**config.mk**
```make
export PLATFORM = sky130hd
export DESIGN_NAME = alu_driver_flat
export DESIGN_NICKNAME = d
export VERILOG_FILES = /design/src/rtl/alu_driver_pkg.sv /design/src/rtl/alu_driver_if.sv /design/src/rtl/alu_driver.sv /design/src/flat_wrapper.sv
export SDC_FILE = /design/constraint.sdc
export NUM_CORES = 1
export LEC_CHECK = 0
export CAP_MARGIN = 0
export CORE_MARGIN = 5
export CORE_UTILIZATION = 30
export DETAILED_ROUTE_END_ITERATION = 8
export PLACE_DENSITY = 0.66
export SKIP_CTS_REPAIR_TIMING = 1
export SYNTH_ARGS = -nofsm -noshare
export SYNTH_HDL_FRONTEND = slang
export SYNTH_SLANG_ARGS = --single-unit
```
**constraint.sdc**
```tcl
create_clock -name CLK -period 2.3 [get_ports CLK]
set_input_delay 0.23 -clock CLK [delete_from_list [all_inputs] [get_ports CLK]]
set_output_delay 0.23 -clock CLK [all_outputs]
set_load 0.01 [all_outputs]
```
**src/rtl/alu_driver_pkg.sv**
```systemverilog
// Shared ALU widths, FSM state encoding and the operand bundle for alu_driver.
// Used by the interface and the top-level driver.
package alu_driver_pkg;

  localparam int DATA_W  = 16;
  localparam int CTL_W   = 3;
  localparam int SHIFT_W = 4;

  typedef enum logic [1:0] {
    ST_IDLE = 2'd0,
    ST_EVAL = 2'd1,
    ST_RESP = 2'd2
  } state_e;

  // Everything the ALU sees for one operation.
  typedef struct packed {
    logic [DATA_W-1:0]  da;
    logic [DATA_W-1:0]  db;
    logic [CTL_W-1:0]   ctl;
    logic [SHIFT_W-1:0] shift;
  } alu_op_t;

endpackage

```
**src/rtl/alu_driver_if.sv**
```systemverilog
// Request, ALU and response buses of alu_driver.
// The master modport is the driver side; the slave modport is the issue logic, ALU and consumer side.
interface alu_driver_if
  import alu_driver_pkg::*;
#(
  parameter int TAG_W = 4
);

  logic               REQ_VALID;
  logic               REQ_READY;
  logic [DATA_W-1:0]  REQ_DA;
  logic [DATA_W-1:0]  REQ_DB;
  logic [CTL_W-1:0]   REQ_CTL;
  logic [SHIFT_W-1:0] REQ_SHIFT;
  logic [TAG_W-1:0]   REQ_TAG;

  logic [DATA_W-1:0]  ALU_DA;
  logic [DATA_W-1:0]  ALU_DB;
  logic [CTL_W-1:0]   ALU_CTL;
  logic [SHIFT_W-1:0] ALU_SHIFT;
  logic [DATA_W-1:0]  ALU_DC;
  logic               ALU_OverFlow;

  logic               RSP_VALID;
  logic               RSP_READY;
  logic [DATA_W-1:0]  RSP_DC;
  logic               RSP_OVF;
  logic [TAG_W-1:0]   RSP_TAG;

  modport master (
    input  REQ_VALID, REQ_DA, REQ_DB, REQ_CTL, REQ_SHIFT, REQ_TAG,
    output REQ_READY,
    output ALU_DA, ALU_DB, ALU_CTL, ALU_SHIFT,
    input  ALU_DC, ALU_OverFlow,
    output RSP_VALID, RSP_DC, RSP_OVF, RSP_TAG,
    input  RSP_READY
  );

  modport slave (
    output REQ_VALID, REQ_DA, REQ_DB, REQ_CTL, REQ_SHIFT, REQ_TAG,
    input  REQ_READY,
    input  ALU_DA, ALU_DB, ALU_CTL, ALU_SHIFT,
    output ALU_DC, ALU_OverFlow,
    input  RSP_VALID, RSP_DC, RSP_OVF, RSP_TAG,
    output RSP_READY
  );

endinterface

```
**src/rtl/alu_driver.sv**
```systemverilog
// Sequential initiator for the 16-bit combinational ALU: IDLE -> EVAL -> RESP per operation.
// Define ALU_DRV_PIPE_EN to let a new request be accepted in the response handshake cycle.
module alu_driver
  import alu_driver_pkg::*;
#(
  parameter int TAG_W = 4,
  parameter int CNT_W = 16
) (
  input  logic             CLK,
  input  logic             RST,
  alu_driver_if.master     bus,
  input  logic             OVF_CLR,
  output logic             OVF_STICKY,
  output logic [CNT_W-1:0] OP_COUNT
);

  state_e             state_q, state_d;
  alu_op_t            op_q;
  logic [TAG_W-1:0]   tag_q;
  logic [DATA_W-1:0]  rsp_dc_q;
  logic               rsp_ovf_q;
  logic [TAG_W-1:0]   rsp_tag_q;
  logic               sticky_q;
  logic [CNT_W-1:0]   cnt_q;

  logic req_ready;
  logic rsp_valid;
  logic accept;
  logic capture;
  logic rsp_hs;

  assign accept  = bus.REQ_VALID & req_ready;
  assign capture = (state_q == ST_EVAL);
  assign rsp_hs  = rsp_valid & bus.RSP_READY;

  always_ff @(posedge CLK) begin
    if (RST) begin
      state_q <= ST_IDLE;
    end else begin
      state_q <= state_d;
    end
  end

  always_comb begin
    state_d = state_q;
    case (state_q)
      ST_IDLE: if (accept) state_d = ST_EVAL;
      ST_EVAL: state_d = ST_RESP;
      ST_RESP: begin
        if (bus.RSP_READY) begin
`ifdef ALU_DRV_PIPE_EN
          state_d = accept ? ST_EVAL : ST_IDLE;
`else
          state_d = ST_IDLE;
`endif
        end
      end
      default: state_d = ST_IDLE;
    endcase
  end

  always_comb begin
    req_ready = 1'b0;
    rsp_valid = 1'b0;
    case (state_q)
      ST_IDLE: req_ready = 1'b1;
      ST_EVAL: req_ready = 1'b0;
      ST_RESP: begin
        rsp_valid = 1'b1;
`ifdef ALU_DRV_PIPE_EN
        // Response registers are separate from the operand registers, so the
        // next operation may load while the current response is handed off.
        req_ready = bus.RSP_READY;
`endif
      end
      default: begin
        req_ready = 1'b0;
        rsp_valid = 1'b0;
      end
    endcase
  end

  // Operand registers only change on acceptance; between ops the ALU keeps its last inputs.
  always_ff @(posedge CLK) begin
    if (RST) begin
      op_q      <= '0;
      tag_q     <= '0;
      rsp_dc_q  <= '0;
      rsp_ovf_q <= 1'b0;
      rsp_tag_q <= '0;
      sticky_q  <= 1'b0;
      cnt_q     <= '0;
    end else begin
      if (accept) begin
        op_q.da    <= bus.REQ_DA;
        op_q.db    <= bus.REQ_DB;
        op_q.ctl   <= bus.REQ_CTL;
        op_q.shift <= bus.REQ_SHIFT;
        tag_q      <= bus.REQ_TAG;
      end
      if (capture) begin
        rsp_dc_q  <= bus.ALU_DC;
        rsp_ovf_q <= bus.ALU_OverFlow;
        rsp_tag_q <= tag_q;
      end
      if (capture && bus.ALU_OverFlow) begin
        sticky_q <= 1'b1;
      end else if (OVF_CLR) begin
        sticky_q <= 1'b0;
      end
      if (rsp_hs) begin
        cnt_q <= cnt_q + CNT_W'(1);
      end
    end
  end

  assign bus.REQ_READY = req_ready;
  assign bus.ALU_DA    = op_q.da;
  assign bus.ALU_DB    = op_q.db;
  assign bus.ALU_CTL   = op_q.ctl;
  assign bus.ALU_SHIFT = op_q.shift;
  assign bus.RSP_VALID = rsp_valid;
  assign bus.RSP_DC    = rsp_dc_q;
  assign bus.RSP_OVF   = rsp_ovf_q;
  assign bus.RSP_TAG   = rsp_tag_q;
  assign OVF_STICKY    = sticky_q;
  assign OP_COUNT      = cnt_q;

endmodule
```
**src/flat_wrapper.sv**
```systemverilog
// flat-port wrapper written by rule: the top's interface ports become plain ports
module alu_driver_flat import alu_driver_pkg::*;
#(
  parameter int TAG_W = 4,
  parameter int CNT_W = 16
)
  (CLK, RST, OVF_CLR, OVF_STICKY, OP_COUNT, bus_REQ_VALID, bus_REQ_DA, bus_REQ_DB, bus_REQ_CTL, bus_REQ_SHIFT, bus_REQ_TAG, bus_REQ_READY, bus_ALU_DA, bus_ALU_DB, bus_ALU_CTL, bus_ALU_SHIFT, bus_ALU_DC, bus_ALU_OverFlow, bus_RSP_VALID, bus_RSP_DC, bus_RSP_OVF, bus_RSP_TAG, bus_RSP_READY);
  alu_driver_if #(.TAG_W(TAG_W)) bus_i ();
  input  logic CLK;
  input  logic RST;
  input  logic OVF_CLR;
  output logic OVF_STICKY;
  output logic [CNT_W-1:0] OP_COUNT;
  input wire logic [$bits(bus_i.REQ_VALID)-1:0] bus_REQ_VALID;
  input wire logic [$bits(bus_i.REQ_DA)-1:0] bus_REQ_DA;
  input wire logic [$bits(bus_i.REQ_DB)-1:0] bus_REQ_DB;
  input wire logic [$bits(bus_i.REQ_CTL)-1:0] bus_REQ_CTL;
  input wire logic [$bits(bus_i.REQ_SHIFT)-1:0] bus_REQ_SHIFT;
  input wire logic [$bits(bus_i.REQ_TAG)-1:0] bus_REQ_TAG;
  output wire logic [$bits(bus_i.REQ_READY)-1:0] bus_REQ_READY;
  output wire logic [$bits(bus_i.ALU_DA)-1:0] bus_ALU_DA;
  output wire logic [$bits(bus_i.ALU_DB)-1:0] bus_ALU_DB;
  output wire logic [$bits(bus_i.ALU_CTL)-1:0] bus_ALU_CTL;
  output wire logic [$bits(bus_i.ALU_SHIFT)-1:0] bus_ALU_SHIFT;
  input wire logic [$bits(bus_i.ALU_DC)-1:0] bus_ALU_DC;
  input wire logic [$bits(bus_i.ALU_OverFlow)-1:0] bus_ALU_OverFlow;
  output wire logic [$bits(bus_i.RSP_VALID)-1:0] bus_RSP_VALID;
  output wire logic [$bits(bus_i.RSP_DC)-1:0] bus_RSP_DC;
  output wire logic [$bits(bus_i.RSP_OVF)-1:0] bus_RSP_OVF;
  output wire logic [$bits(bus_i.RSP_TAG)-1:0] bus_RSP_TAG;
  input wire logic [$bits(bus_i.RSP_READY)-1:0] bus_RSP_READY;
  assign bus_i.REQ_VALID = bus_REQ_VALID;
  assign bus_i.REQ_DA = bus_REQ_DA;
  assign bus_i.REQ_DB = bus_REQ_DB;
  assign bus_i.REQ_CTL = bus_REQ_CTL;
  assign bus_i.REQ_SHIFT = bus_REQ_SHIFT;
  assign bus_i.REQ_TAG = bus_REQ_TAG;
  assign bus_REQ_READY = bus_i.REQ_READY;
  assign bus_ALU_DA = bus_i.ALU_DA;
  assign bus_ALU_DB = bus_i.ALU_DB;
  assign bus_ALU_CTL = bus_i.ALU_CTL;
  assign bus_ALU_SHIFT = bus_i.ALU_SHIFT;
  assign bus_i.ALU_DC = bus_ALU_DC;
  assign bus_i.ALU_OverFlow = bus_ALU_OverFlow;
  assign bus_RSP_VALID = bus_i.RSP_VALID;
  assign bus_RSP_DC = bus_i.RSP_DC;
  assign bus_RSP_OVF = bus_i.RSP_OVF;
  assign bus_RSP_TAG = bus_i.RSP_TAG;
  assign bus_i.RSP_READY = bus_RSP_READY;
  alu_driver #(.TAG_W(TAG_W), .CNT_W(CNT_W)) u_core (.CLK(CLK), .RST(RST), .bus(bus_i), .OVF_CLR(OVF_CLR), .OVF_STICKY(OVF_STICKY), .OP_COUNT(OP_COUNT));
endmodule
```
==> After elaboration in Yosys (flattened, before gate mapping) <==
Index checks and enable logic that the tools add are counted.
{ "op_classes": {"n_addsub": 1, "eq_ne": 4, "n_mux": 7, "bitwise_logic": 2, "n_reduce_logical": 4} }
{ "ops": {"columns": ["operator", "n"], "rows": [
  ["$add A16 B1 Y16 const B", 1],
  ["$pmux W2 S3", 1],
  ["$mux W1", 4],
  ["$mux W2", 2],
  ["$and A1 B1 Y1", 2],
  ["$eq A2 B1 Y1 const B", 1],
  ["$eq A2 B2 Y1 const B", 1],
  ["$logic_not A2 Y1", 1],
  ["$ne A2 B1 Y1 const B", 1],
  ["$ne A2 B2 Y1 const B", 1],
  ["$reduce_and A2 Y1", 1],
  ["$reduce_bool A2 Y1", 1],
  ["$logic_and A1 B1 Y1", 1]
]} }
{ "totals": {"regBits": 83, "inputBits": 65, "out_inout_bits": 79, "wordCells": 29} }

==> Longest topological paths before layout <==
Gate-level depths: netlist of the first run.
{ "logic_depth": {"word_depth": 5, "ltp_mapped": 6, "mapped_depth_nobuf": 5} }

==> Worst setup path before layout of the first run <==
OpenSTA, ideal clock, no wires.
{ "synth_path": {"kind": "register to register", "start": "register u_core.cnt_q[0] (netlist: u_core.OP_COUNT[0])", "end": "register u_core.cnt_q[14] (netlist: u_core.OP_COUNT[14])", "setup_time_ps": 121, "arrival_ps": 1497, "required_time_ps": 2179, "setup_slack_ps": 682, "path_stages_with_launch": 6, "n_path_buf": 0, "synth_period_minus_slack_ps": 1618, "path_cell_list": "dfxtp_1 -> ha_1 -> nand4b_1 -> nor3_1 -> nand4_1 -> mux2_2"} }
{ "synth_between": {"elab_chain_cells": 1} }
{ "synth_rtl": {"columns": ["item", "line_no", "source"], "rows": [
  ["from (decl)", "alu_driver.sv:24", "logic [CNT_W-1:0] cnt_q;"],
  ["from (signal assigned)", "alu_driver.sv:112", "cnt_q <= cnt_q + CNT_W'(1);"],
  ["$add A16 B1 Y16", "alu_driver.sv:112", null]
]} }
Every way passes these cells.
A chain may end at the register's enable or synchronous reset.

==> Worst setup path in the final report of the first run <==
{ "layout_path": {"start": "register u_core.state_q[1]", "end": "output port bus_RSP_VALID"} }
{ "layout_between": {"elab_chain_cells": 2} }
{ "layout_rtl": {"columns": ["item", "line_no", "source"], "rows": [
  ["from (decl)", "alu_driver.sv:17", "state_e state_q, state_d;"],
  ["from (signal assigned)", "alu_driver.sv:40", "state_q <= state_d;"],
  ["$eq A2 B2 Y1", "alu_driver.sv:65", "case (state_q)"],
  ["$mux W1", "alu_driver.sv:65", null],
  ["to (decl)", "flat_wrapper.sv:27", "output wire logic [$bits(bus_i.RSP_VALID)-1:0] bus_RSP_VALID;"]
]} }
Every way passes these cells.

==> flow_summary.json, run 1 <==
{
  "status": "finished, final reports clean",
  "hold_ws_ps": 388.2,
  "postRouteAntennaNets": 0,
  "finalPower_mw": 3.055,
  "routabilityCongestion": 0.8052,
  "drc_errors": 0,
  "grt_max_degree": 43,
  "fillers": 978,
  "gr-total-overflow": 0,
  "numCtsBuffers": 9,
  "ys_seq_area_share_pct": 55.10,
  "tightest_slew_ps": 699.1,
  "r2r-end": "u_core.OP_COUNT[14]",
  "yosysUniqueCellTypes": 27,
  "synth.most_common_cell": "nand2_1",
  "die_x_microns": 110.3,
  "critPathKind": "flop to primary output",
  "final_core_util_pct": 48.94,
  "clock_latency_ps": 340,
  "cts_buffer_depth": 2,
  "diodes": 0,
  "async_flop_share_pct": 0,
  "ys_top_cells_by_area": "dfxtp_1, nand2_1, a21oi_1",
  "synth_top_area_share_pct": 55.10,
  "grt_pass1_wl_mm": 13.17,
  "crit_end": "bus_RSP_VALID",
  "start_util_pct": 30.85,
  "clockRootBuffer": "clkbuf_8",
  "top_usage_layer": "met2",
  "rows": 36,
  "synth-edff-count": 0,
  "vias_per_cell": 4.520,
  "io_pins": 144,
  "synth_top_flop_cell": "dfxtp_1",
  "setup.worst_path.start": "u_core.state_q[1]",
  "skew_ps": 14.18,
  "clk_pin_slew_ps": 80,
  "die_h_microns": 110.3,
  "path_cells": "nor2b_1 > clkdlybuf4s50_1",
  "timing.final.hold_violations": 0,
  "finalCriticalPeriod_ps": 1802,
  "dpl.hpwl_mm": 6.220,
  "cp_top_family": "buffers and inverters",
  "hp-class": "input port to flop",
  "crit_path_start_kind": "flop",
  "vias": 2929,
  "cp_slowest_cell": "clkdlybuf4s50_1",
  "cts_num_sinks": 83,
  "fmax_mhz": 555.0,
  "power_density_nw_per_um2": 638.6,
  "yosysWarnings": 0,
  "critPathMaxStageDelay_ps": 570,
  "syn2layout_area_growth_pct": 58.63,
  "period_share_pct": 78.34,
  "crit_arrival_ps": 1570,
  "cp.depth": 2,
  "r2r_start": "u_core.OP_COUNT[0]",
  "finalSetupViolCount": 0,
  "reg2regPathDepth": 5,
  "netlist_instances": 372,
  "final_max_slew_viol_count": 0,
  "core-area_sq_um": 9774,
  "syn-num-nets": 438,
  "avgSynthCellArea_sq_um": 8.106,
  "critPathBufInv": 1,
  "drtPass1Iterations": 4,
  "final_area_sq_um": 4783,
  "cp-end-kind": "primary output",
  "ys_ff_latch": 83,
  "antenna_found_initial": 0,
  "dr.first_iter.drc_count": 154,
  "drive_gt1_share_pct": 5.049,
  "maxCapViolations": 0,
  "io_buffers": 143,
  "syn_area_sq_um": 3015,
  "required_ps": 2070,
  "drt-wirelength-per-cell_microns": 13.11,
  "grt_pass1_vias": 2707,
  "die-area_sq_um": 12160,
  "fin_tns_setup_ps": 0,
  "rrSetupSlack_ps": 640,
  "placed_cell_area_sq_um": 4582,
  "gr-usage-all-layers_pct": 13.81,
  "nets": 576,
  "peakVddDrop_mv": 0.2784,
  "crit_fanout": 6,
  "hp-start": "RST",
  "synthTopCellsByCount": "nand2_1, dfxtp_1, a21oi_1",
  "wl_mm": 8.498,
  "synth_top_area_cell": "dfxtp_1",
  "grt_use_met2_pct": 22.01,
  "cts_tree": "yes",
  "met1_usage_pct": 16.25,
  "p_leak_nw": 1.709,
  "cts_max_level": 3,
  "grt_setup_unrepaired": "false",
  "grt.met3_usage_pct": 6.639,
  "max-slew-margin-rel_pct": 53.40
}
how the worst min path moves through the flow:
stage / depth (start not counted) / end
2_1_floorplan: 2 / u_core.tag_q[0]
3_3_place_gp: 2 / u_core.bus.RSP_TAG[0]
3_5_place_dp: 2 / u_core.bus.ALU_CTL[0]
4_1_cts: 2 / u_core.state_q[0]
5_1_grt: 2 / u_core.state_q[0]
6_report: 2 / u_core.state_q[0]
state kept, by name, indices dropped and copies added, names as in the netlist:
name	count
u_core.tag_q	4
u_core.OVF_STICKY	1
u_core.bus.RSP_TAG	4
u_core.bus.RSP_OVF	1
u_core.bus.ALU_CTL	3
u_core.bus.RSP_DC	16
u_core.bus.ALU_SHIFT	4
u_core.bus.ALU_DB	16
u_core.OP_COUNT	16
u_core.state_q	2
u_core.bus.ALU_DA	16
area by class of cell:
| type | count | area (sq um) | share of cell area (%) |
|---|---|---|---|
| clock buffers | 11 | 141.4 | 2.956 |
| well taps | 133 | 166.4 | 3.479 |
| inverters | 2 | 7.507 | 0.1569 |
| flip-flops and latches | 83 | 1662 | 34.74 |
| repair buffers | 149 | 1484 | 31.02 |
| multi-input cells | 265 | 1262 | 26.39 |
| clock inverters | 5 | 60.06 | 1.256 |
report_power, final:
part	total (mW)	switching [mW]	leakage (nW)	internal, mW
Sequential	1.54	0.0348	0.677	1.50
Clock	1.06	0.527	0.0999	0.537
Combinational	0.453	0.199	0.932	0.254
Total	3.05	0.760	1.71	2.29
through the flow:
step | setup WS [ps] | cells
detailed placement | 368.3 | 632
global route | 409.2 | 648
floorplan | 682.0 | 372
finish | 498.2 | 648
CTS | 468.2 | 648
global placement | 397.3 | 632
cell usage in the layout (no fill, tap or decap), types with 4 or more instances in the layout:
cell type          n
clkdlybuf4s50_1  142
nand2_1          132
dfxtp_1           83
a21oi_1           69
nor2_1            15
clkbuf_8          10
xnor2_1            8
nor3_1             5
buf_4              5
nand3_1            4
or3_1              4
kinds of logic after synthesis:
| logic type | after synthesis | synth area share [%] |
|---|---|---|
| xor gates and xnor gates | 10 | 2.905 |
| and+or+nand+nor | 179 | 25.52 |
| muxes | 3 | 1.079 |
| adders and majority gates | 1 | 0.4149 |
| DFF | 83 | 55.10 |
| buffers and inverters | 24 | 3.029 |
| AOI/OAI and AO/OA | 72 | 11.95 |
layer usage:
metal  part of all wire, %  wire length [microns]  vias up
met2                    46                   3927       94
met5                     0                      0        -
li1                      -                      -     1488
met3                    11                    945       12
met4                   1.2                    104        0
met1                    41                   3520     1335
worst reg2reg max path: cells and delay by family (launching register included):
| kind | cells | cell delay [ps] |
|---|---|---|
| adder cells (fa/ha/maj) | 1 | 180 |
| flip-flops | 1 | 430 |
| multiplexers | 1 | 280 |
| AND/OR/NAND/NOR | 3 | 650 |
No activity file was read; power rests on OpenSTA's default activity.
==> inputs of run 2 (changes only) <==
clock period = 1.7 ns   (was 2.3 ns; I/O delays follow)
==> flow_summary.json, run 2 (same netlist as run 1, synthesis figures left out) <==
{
  "required_ps": 1530,
  "clk_pin_slew_ps": 90,
  "antenna_found_initial": 0,
  "path_cells": "nor2_2 > clkdlybuf4s50_1",
  "cts_tree": "yes",
  "syn2layout_area_growth_pct": 60.33,
  "die-area_sq_um": 12160,
  "vias_per_cell": 4.424,
  "tightest_slew_ps": 680.3,
  "multi_input_area_sq_um": 1265,
  "cts_num_sinks": 83,
  "die_x_microns": 110.3,
  "skew_ps": 8.474,
  "placed_cell_area_sq_um": 4637,
  "wl_mm": 8.567,
  "io_pins": 144,
  "grt_setup_unrepaired": "false",
  "final_area_sq_um": 4835,
  "gr-total-overflow": 0,
  "clock_latency_ps": 340,
  "dp.cells": 641,
  "final_cell_mix": "clkdlybuf4s50_1, nand2_1, dfxtp_1",
  "comb_power_share_pct": 15.0,
  "maxCapViolations": 0,
  "timing.final.hold_violations": 0,
  "p_leak_nw": 1.768,
  "cts_max_level": 3,
  "grt_pass1_vias": 2780,
  "cp-end-kind": "primary output",
  "final_cell_count_no_fill": 656,
  "fmax_mhz": 611.7,
  "power_frac_seq_pct": 50.9,
  "switchingPower_mw": 1.003,
  "diodes": 0,
  "power_density_nw_per_um2": 846.2,
  "cts_buffer_depth": 2,
  "crit_arrival_ps": 1460,
  "critPathMaxStageDelay_ps": 590,
  "period_share_pct": 96.17,
  "clkPwrFrac_pct": 34.1,
  "core-area_sq_um": 9774,
  "regArea_sq_um": 1663,
  "final_max_slew_viol_count": 0,
  "drtPass1Iterations": 4,
  "hp-class": "input port to flop",
  "finalCriticalPeriod_ps": 1635,
  "cp_top_family": "buffers and inverters",
  "postRouteAntennaNets": 0,
  "crit_fanout": 6,
  "numCtsBuffers": 9,
  "vias": 2902,
  "drive_gt1_share_pct": 7.075,
  "p_int_mw": 3.088,
  "cp.depth": 2,
  "dp_slack_ps": -34.61,
  "reg2regPathDepth": 5,
  "clockRootBuffer": "clkbuf_8",
  "hold_depth": 3,
  "swShare_pct": 24.53,
  "nets": 585,
  "crit_path_start_kind": "flop",
  "dpl.hpwl_mm": 6.309,
  "die_h_microns": 110.3,
  "status": "finished, final reports clean",
  "start_util_pct": 30.85,
  "drt-wirelength-per-cell_microns": 13.06,
  "fin_ws_ps": 65.10,
  "cp_slowest_cell": "clkdlybuf4s50_1",
  "finalSetupViolCount": 0,
  "drc_errors": 0,
  "rows": 36,
  "peakVddDrop_mv": 0.3856,
  "mostFrequentLayoutCell": "clkdlybuf4s50_1",
  "fillers": 962,
  "max-slew-margin-rel_pct": 54.65,
  "grt_max_degree": 33,
  "grt_pass1_wl_mm": 13.18,
  "gr-usage-all-layers_pct": 13.85,
  "routabilityCongestion": 0.7385,
  "dr.first_iter.drc_count": 132,
  "io_buffers": 143,
  "critPathKind": "flop to primary output",
  "critPathBufInv": 1
}
## run 2: tightest hold or removal path, stage by stage
cell,delay (ps)
buf_2,140
nor2_1,80
mux2_2,140
## run 2: final cells by class
class / instances / area share [%]
clock buffer: 10 / 2.847
clock inverter: 5 / 1.113
inverter: 2 / 0.1553
multi-input combinational: 265 / 26.16
sequential: 83 / 34.39
tap: 133 / 3.442
timing repair buffer: 158 / 31.88
## run 2: per-layer routing
metal  up-vias  wire [microns]  track usage [%]
met5         -               0                0
met4         0              77            4.749
met3         6             841            5.824
met2        90            3982            22.79
met1      1297            3665            16.23
li1       1509               -                -
## run 2: power groups by stage
stage	combinational (mW)	clock [mW]	sequential (mW)
after floorplan	0.199	0	2.16
after global routing	0.674	1.54	2.09
final	0.614	1.39	2.08
after global placement	0.618	0	2.12
after CTS	0.626	1.45	2.08
after detailed placement	0.624	0	2.13
## run 2: per-stage QoR
step	setup TNS (ps)	hold WS (ps)	utilization, %	power [mW]
2_1_floorplan	0	306.0	-	2.364
3_3_place_gp	-46.47	440.7	47.44	2.742
3_5_place_dp	-56.57	445.4	47.44	2.752
4_1_cts	-104.2	203.6	49.40	4.157
5_1_grt	0	229.4	49.46	4.313
6_report	0	217.3	49.46	4.091
## run 2: final timing paths
check	startpoint	end	slack, ps
max	u_core.state_q[1]	bus_REQ_READY	70
min	RST	u_core.OP_COUNT[13]	220
max reg2reg	u_core.OP_COUNT[0]	u_core.OP_COUNT[14]	130
min reg2reg	u_core.tag_q[2]	u_core.bus.RSP_TAG[2]	450
==> inputs of run 3 (changes only) <==
CORE_MARGIN = not set   (was 5)
clock period = 1.9 ns   (was 1.7 ns; I/O delays follow)
==> flow_summary.json, run 3 (same netlist as run 1, synthesis figures left out) <==
{
  "p_leak_nw": 1.738,
  "timing.final.hold_violations": 0,
  "antenna_found_initial": 0,
  "cts_tree": "yes",
  "clk_pin_slew_ps": 90,
  "die-area_sq_um": 10460,
  "finalCriticalPeriod_ps": 1761,
  "rows": 36,
  "drt-wirelength-per-cell_microns": 12.33,
  "mostFrequentLayoutCell": "clkdlybuf4s50_1",
  "wl_mm": 8.052,
  "rrSetupSlack_ps": 240,
  "dr.first_iter.drc_count": 46,
  "core-area_sq_um": 9774,
  "switchingPower_mw": 0.8834,
  "vias_per_cell": 4.484,
  "fin_tns_setup_ps": 0,
  "max-slew-margin-rel_pct": 53.89,
  "postRouteAntennaNets": 0,
  "whs_endpoint": "u_core.OP_COUNT[7]",
  "power_frac_seq_pct": 49.2,
  "grt_setup_unrepaired": "false",
  "diodes": 0,
  "cts_num_sinks": 83,
  "r2r_start": "u_core.OP_COUNT[5]",
  "vias": 2928,
  "gr-total-overflow": 0,
  "comb_power_share_pct": 14.4,
  "die_x_microns": 102.3,
  "gr-usage-all-layers_pct": 15.32,
  "maxCapViolations": 0,
  "skew_ps": 10.63,
  "required_ps": 1710,
  "grt_max_degree": 43,
  "fmax_mhz": 567.7,
  "cp-end-kind": "primary output",
  "swShare_pct": 23.31,
  "crit_fanout": 6,
  "final_cell_mix": "clkdlybuf4s50_1, nand2_1, dfxtp_1",
  "status": "finished, final reports clean",
  "grt_pass1_wl_mm": 12.47,
  "power_density_nw_per_um2": 785.4,
  "crit_arrival_ps": 1570,
  "peakVddDrop_mv": 0.3944,
  "critPathKind": "flop to primary output",
  "drtPass1Iterations": 4,
  "crit_path_start_kind": "flop",
  "cts_buffer_depth": 2,
  "die_h_microns": 102.3,
  "clock_latency_ps": 340,
  "clockRootBuffer": "clkbuf_8",
  "finalSetupViolCount": 0,
  "nets": 581,
  "dpl.hpwl_mm": 5.830,
  "start_util_pct": 30.85,
  "hold_depth": 2,
  "final_core_util_pct": 49.37,
  "p_int_mw": 2.907,
  "period_share_pct": 92.70,
  "routabilityCongestion": 0.7148,
  "io_pins": 144,
  "final_max_slew_viol_count": 0,
  "hp-start": "RST",
  "cts_max_level": 3,
  "grt_pass1_vias": 2755,
  "numCtsBuffers": 9,
  "r2r-end": "u_core.OP_COUNT[15]",
  "drc_errors": 0,
  "reg2regPathDepth": 4,
  "clkPwrFrac_pct": 36.4,
  "tightest_slew_ps": 691.7,
  "io_buffers": 143,
  "hp-class": "input port to flop",
  "syn2layout_area_growth_pct": 60.04,
  "drive_gt1_share_pct": 5.769
}
run 3: cell count changes in the layout (fill, tap and decap cells not counted), sizes merged:
cell,delta
buf,-4
clkdlybuf4s50,+1
bufinv,+1
clkinv,-2
clkbuf,+2
dlymetal6s2s,-1
run 3: final cells by class:
cell class                 instances  area, sq um
timing repair buffer             154         1509
clock buffer                      12        145.1
inverter                           2        7.507
sequential                        83         1662
clock inverter                     4        73.82
fill                             942         4949
tap                              133        166.4
multi-input combinational        265         1262
run 3: worst max path at each step:
stage / endpoint / cells after the start / slack [ps] / start
6_report: bus_REQ_READY / 2 / 140 / u_core.state_q[1]
2_1_floorplan: u_core.OP_COUNT[14] / 5 / 280 / u_core.OP_COUNT[0]
3_5_place_dp: u_core.OP_COUNT[14] / 5 / 120 / bus_RSP_READY
5_1_grt: bus_RSP_VALID / 2 / 6 / u_core.state_q[1]
3_3_place_gp: u_core.OP_COUNT[14] / 5 / 110 / bus_RSP_READY
4_1_cts: bus_REQ_READY / 2 / 100 / u_core.state_q[1]
run 3: routing by layer:
| metal | up-vias | part of all wire (%) | GRT usage [%] | wire length, microns |
|---|---|---|---|---|
| met2 | 86 | 49 | 26.64 | 3924 |
| met4 | 0 | 1.2 | 5.495 | 93 |
| met3 | 7 | 7.3 | 5.677 | 588 |
| li1 | 1499 | - | - | - |
| met1 | 1336 | 43 | 17.14 | 3446 |
| met5 | - | 0 | 0 | 0 |
run 3: per-stage QoR:
step | instances | area [sq um] | setup slack [ps] | power [mW] | hold WS, ps
final | 653 | 4826 | 138.7 | 3.790 | 196.4
after detailed placement | 637 | 4607 | 119.2 | 2.459 | 445.8
after floorplan | 372 | 3015 | 282.0 | 2.115 | 326.0
after CTS | 653 | 4826 | 96.58 | 3.858 | 185.6
after global routing | 653 | 4826 | 5.934 | 3.986 | 190.2
after global placement | 637 | 4607 | 114.3 | 2.448 | 441.0
run 3: worst max-delay path, cell delays in order, from the launching register on:
cell and delay (ps):
dfxtp_1 370, nor2_1 270, clkdlybuf4s50_1 600
run 3: power by group through the flow:
stage	Combinational [mW]	Sequential, mW	Clock [mW]
floorplan	0.178	1.94	0
global placement	0.547	1.90	0
detailed placement	0.553	1.91	0
CTS	0.556	1.87	1.44
global route	0.598	1.87	1.51
finish	0.546	1.86	1.38
